===== src/rtl/jtcontra_cen_gen.sv =====
// Fractional clock-enable generator: base tick at NUM/DEN of clk, plus binary-divided enables.
// Optional macro JTCONTRA_CEN_RECOVER_EN replays up to 3 ticks withheld by stall or collision.
module jtcontra_cen_gen #(
  parameter int W   = 10,
  parameter int NUM = 1,
  parameter int DEN = 8,
  parameter int DIV = 4
) (
  input  logic           clk,
  input  logic           rst,
  input  logic           stall,
  output logic [DIV-1:0] cen,
  output logic [DIV-2:0] cenb,
  output logic [1:0]     debt
);
  localparam logic [W:0] NUM_W = (W+1)'(NUM);
  localparam logic [W:0] DEN_W = (W+1)'(DEN);

  if (NUM < 1 || NUM >= DEN || longint'(DEN) >= (longint'(1) << W)) begin : g_bad_frac
    $error("jtcontra_cen_gen: parameters must satisfy 1 <= NUM < DEN < 2**W");
  end
  if (DIV < 2 || DIV > 8) begin : g_bad_div
    $error("jtcontra_cen_gen: DIV must be in 2..8");
  end

  logic [W-1:0]   r_acc;
  logic [DIV-1:0] r_dcnt;
  logic [DIV-1:0] r_cen;
  logic [DIV-2:0] r_cenb;
  logic [W:0]     w_sum;
  logic [W:0]     w_diff;
  logic           w_ovf;
  logic           w_emit;
  logic [W-1:0]   w_acc_nxt;
  logic [DIV-1:0] w_cen;
  logic [DIV-2:0] w_cenb;

  assign w_sum     = {1'b0, r_acc} + NUM_W;
  assign w_diff    = w_sum - DEN_W;
  assign w_ovf     = (w_sum >= DEN_W);
  assign w_acc_nxt = w_ovf ? w_diff[W-1:0] : w_sum[W-1:0];

  // Enable pattern for the tick about to be emitted, from dcnt before its increment.
  always_comb begin
    w_cen    = '0;
    w_cenb   = '0;
    w_cen[0] = 1'b1;
    for (int k = 1; k < DIV; k++) begin
      w_cen[k]    = ((r_dcnt & ((DIV'(1) << k) - DIV'(1))) == '0);
      w_cenb[k-1] = ((r_dcnt & ((DIV'(1) << k) - DIV'(1))) == (DIV'(1) << (k - 1)));
    end
  end

`ifdef JTCONTRA_CEN_RECOVER_EN
  logic [1:0] r_debt;
  logic       w_replay;
  logic       w_defer;

  // r_cen[0] marks an emitted tick last cycle; enables are never back to back.
  always_comb begin
    w_emit   = 1'b0;
    w_replay = 1'b0;
    if (!stall && !r_cen[0]) begin
      if (w_ovf) begin
        w_emit = 1'b1;
      end else if (r_debt != 2'd0) begin
        w_emit   = 1'b1;
        w_replay = 1'b1;
      end
    end
  end

  assign w_defer = w_ovf && !w_emit;

  always_ff @(posedge clk) begin
    if (rst) begin
      r_debt <= 2'd0;
    end else if (w_defer) begin
      if (r_debt != 2'd3) r_debt <= r_debt + 2'd1;
    end else if (w_replay) begin
      r_debt <= r_debt - 2'd1;
    end
  end

  assign debt = r_debt;
`else
  assign w_emit = w_ovf && !stall && !r_cen[0];
  assign debt   = 2'b00;
`endif

  always_ff @(posedge clk) begin
    if (rst) begin
      r_acc  <= '0;
      r_dcnt <= '0;
      r_cen  <= '0;
      r_cenb <= '0;
    end else begin
      r_acc  <= w_acc_nxt;
      r_cen  <= w_emit ? w_cen : '0;
      r_cenb <= w_emit ? w_cenb : '0;
      if (w_emit) r_dcnt <= r_dcnt + DIV'(1);
    end
  end

  assign cen  = r_cen;
  assign cenb = r_cenb;

endmodule

===== config.mk =====
export PLATFORM = sky130hd
export DESIGN_NAME = jtcontra_cen_gen
export DESIGN_NICKNAME = d
export VERILOG_FILES = /design/src/rtl/jtcontra_cen_gen.sv
export SDC_FILE = /design/constraint.sdc
export NUM_CORES = 1
export LEC_CHECK = 0
export ABC_AREA = 1
export BUFFER_PORTS_ARGS = -buffer_cell sky130_fd_sc_hd__buf_2
export CAP_MARGIN = 0
export CORE_ASPECT_RATIO = 0.9
export CORE_MARGIN = 2
export CORE_UTILIZATION = 64
export CTS_BUF_LIST = sky130_fd_sc_hd__clkbuf_2 sky130_fd_sc_hd__clkbuf_4 sky130_fd_sc_hd__clkbuf_8
export DETAILED_ROUTE_END_ITERATION = 12
export PLACE_DENSITY = 0.86
export SLEW_MARGIN = 20
export SYNTH_ARGS = -nofsm -noshare
export SYNTH_HDL_FRONTEND = slang
export SYNTH_SLANG_ARGS = --single-unit

===== constraint.sdc =====
create_clock -name clk -period 3.3 [get_ports clk]
set_input_delay 0 -clock clk [delete_from_list [all_inputs] [get_ports clk]]
set_output_delay 0 -clock clk [all_outputs]
set_load 0.01 [all_outputs]

==> impl_metrics.env <==
export IMPL_status="finished clean"
export IMPL_nets=169
export IMPL_ys_seq_area_share_pct=36.2
export IMPL_clock_latency_ns=0.31
export IMPL_cts_tree="yes"
export IMPL_root_buffer="clkbuf_4"
export IMPL_ant_nets=0
export IMPL_htreeDepth=1
export IMPL_critPathTopFamily="simple AND/OR/NAND/NOR gates"
export IMPL_critical_path_class="flip-flop to flip-flop"
export IMPL_areaGrowthSynthToFinish_pct=7.68
export IMPL_overflow=0
export IMPL_grt_first_pass_wirelength_um=3210
export IMPL_cts_clk_slew_worst_paths_ns=0.13
export IMPL_timing_fmax_mhz=441
export IMPL_die_area_um2=2080
export IMPL_die_h_um=43.5
export IMPL_hold_path_class="input port to flip-flop"
export IMPL_path_cells="ha_1, nand2_1, nor2_1, nand2_1, nand2_1, inv_1, ha_1, inv_1, nor2_2, nand2_4, nor2_4, nand2_2, nand3_2, nor3_1"
export IMPL_cts_sinks=20
export IMPL_holdBufCountCts=0
export IMPL_hpwl_um=1520
export IMPL_cp_data_required_time_ns=3.52
export IMPL_final_cells=183
export IMPL_place_inst=179
export IMPL_setup_viol=0
export IMPL_wl_per_cell_um=10.5
export IMPL_critPathLaunchType="flip-flop"
export IMPL_syn_cell_area_um2=1110
export IMPL_layout_commonest_cell="nand2_1"
export IMPL_slew_violations=0
export IMPL_drv_cap=0
export IMPL_rows=14
export IMPL_grt_use_total_pct=21.3
export IMPL_grt_setup_unrepaired="no"
export IMPL_max_stage_delay_ns=0.43
export IMPL_die_width_um=47.8
export IMPL_gp_congestion=0.812
export IMPL_drive_gt1_share_pct=20.1
export IMPL_worstPathBufferInverterCount=2
export IMPL_viasPerCell=4.78
export IMPL_antenna_found_initial=0
export IMPL_core_area_um2=1650
export IMPL_min_period_ns=2.27
export IMPL_dpl_worst_slack_ns=1.08
export IMPL_n_antenna_cell=0
export IMPL_synthArstFlopShare_pct=0
export IMPL_synthFlopType="dfxtp_1"
export IMPL_initial_core_util_pct=67.2
export IMPL_cp_max_fo=12
export IMPL_cts_setup_buffers=0
export IMPL_peakVddDrop_v=0.000518
export IMPL_syn_inst=149
export IMPL_skew_ns=0.0183
export IMPL_critPathSlowestCell="dfxtp_1"
export IMPL_ys_ff_latch=20
export IMPL_power_total_mw=0.988
export IMPL_synth_distinct_cells=27
export IMPL_synth_edf_count=0
export IMPL_numCtsBuffers=3
export IMPL_drtIter0Drc=21
export IMPL_port_buffers=9
export IMPL_dr_pass1_iters=4
export IMPL_wirelength_um=1930
export IMPL_power_leakage_nw=0.554
export IMPL_grt_max_degree=13
export IMPL_cp_common_cell="nand2_1"
export IMPL_post_cts_resized=0
export IMPL_power_density_nw_per_um2=828
export IMPL_vias=875
export IMPL_grt_pass1_vias=804
export IMPL_final_cell_mix="nand2_1, nor2_1, dfxtp_1, inv_1, buf_2"
export IMPL_drc=0
export IMPL_hold_viol_final=0
export IMPL_clockBufferDepth=2
export IMPL_fin_crit_sh_pct=68.7
export IMPL_worst_slack_ns=1.03
export IMPL_ios=12
export IMPL_syn_area_per_cell_um2=7.43
export IMPL_synth_area_leaders="dfxtp_1, nand2_1, nor2_1, ha_1, inv_1"
export IMPL_yosysTopAreaCell="dfxtp_1"
export IMPL_worstPathArrival_ns=2.49
export IMPL_synth_top_cell_area_share_pct=36.2
export IMPL_fin_tns_setup_ns=0
export IMPL_ys_warn_count=0
export IMPL_cp_end_kind="flip-flop"
[final timing paths]
check / slack (ns) / cells after the start / from / to
max reg2reg: 1.03 / 14 / r_acc[0] / cen[3]
max: 1.03 / 14 / r_acc[0] / cen[3]
min reg2reg: 0.50 / 2 / r_dcnt[2] / cenb[2]
min: 0.004 / 2 / rst / r_acc[0]
[cell usage after synthesis, types with 2 or more instances]
master and number:
nand2_1 33, nor2_1 21, dfxtp_1 20, inv_1 19, nand3_1 8, a21oi_1 7, ha_1 6, nand2_2 5
nor2_2 4, xor2_1 4, nand3_2 3, buf_4 2, nand2_4 2, xnor2_1 2
[cell type report]
cell class | instances | area (µm²)
clock buffer | 4 | 36.3
fill | 138 | 454
inverter | 19 | 71.3
multi-input combinational | 107 | 609
sequential | 20 | 400
tap | 24 | 30.0
timing repair buffer | 9 | 45.0
[per-layer routing]
| layer | wire length [µm] | track usage, % |
|---|---|---|
| met1 | 938 | 30.3 |
| met2 | 884 | 33.6 |
| met3 | 76 | 2.50 |
| met4 | 25 | 6.49 |
| met5 | 0 | 0 |
[per-stage QoR]
step / hold slack, ns / area [µm²] / utilization, %
final: 0.00373 / 1190 / 72.4
after global routing: 0.0253 / 1190 / 72.4
after CTS: 0.00238 / 1190 / 72.4
after detailed placement: 0.325 / 1160 / 70.2
after global placement: 0.314 / 1160 / 70.2
after floorplan: 0.0695 / 1110 / -
[cells by family (layout without fill, tap and decap cells)]
family                     after synthesis  after routing  synth area share, %
and+or+nand+nor                         83             83                 38.0
buffers and inverters                   23             32                 9.15
DFF                                     20             20                 36.2
AOI/OAI and AO/OA                       10             10                 4.86
adders and majority gates                6              6                 6.78
xor gates and xnor gates                 6              6                 4.75
other                                    1              2                0.339
[sequential cells by signal (all words and copies together), names as in the netlist]
name,cells
r_acc,10
cen,4
cenb,3
r_dcnt,3
[report_power, final]
part / switching [mW] / total, mW / internal [mW]
sequential: 0.0534 / 0.357 / 0.304
combinational: 0.306 / 0.486 / 0.180
clock: 0.0773 / 0.145 / 0.0673
Note: power is estimated with default switching activity, not from simulation.
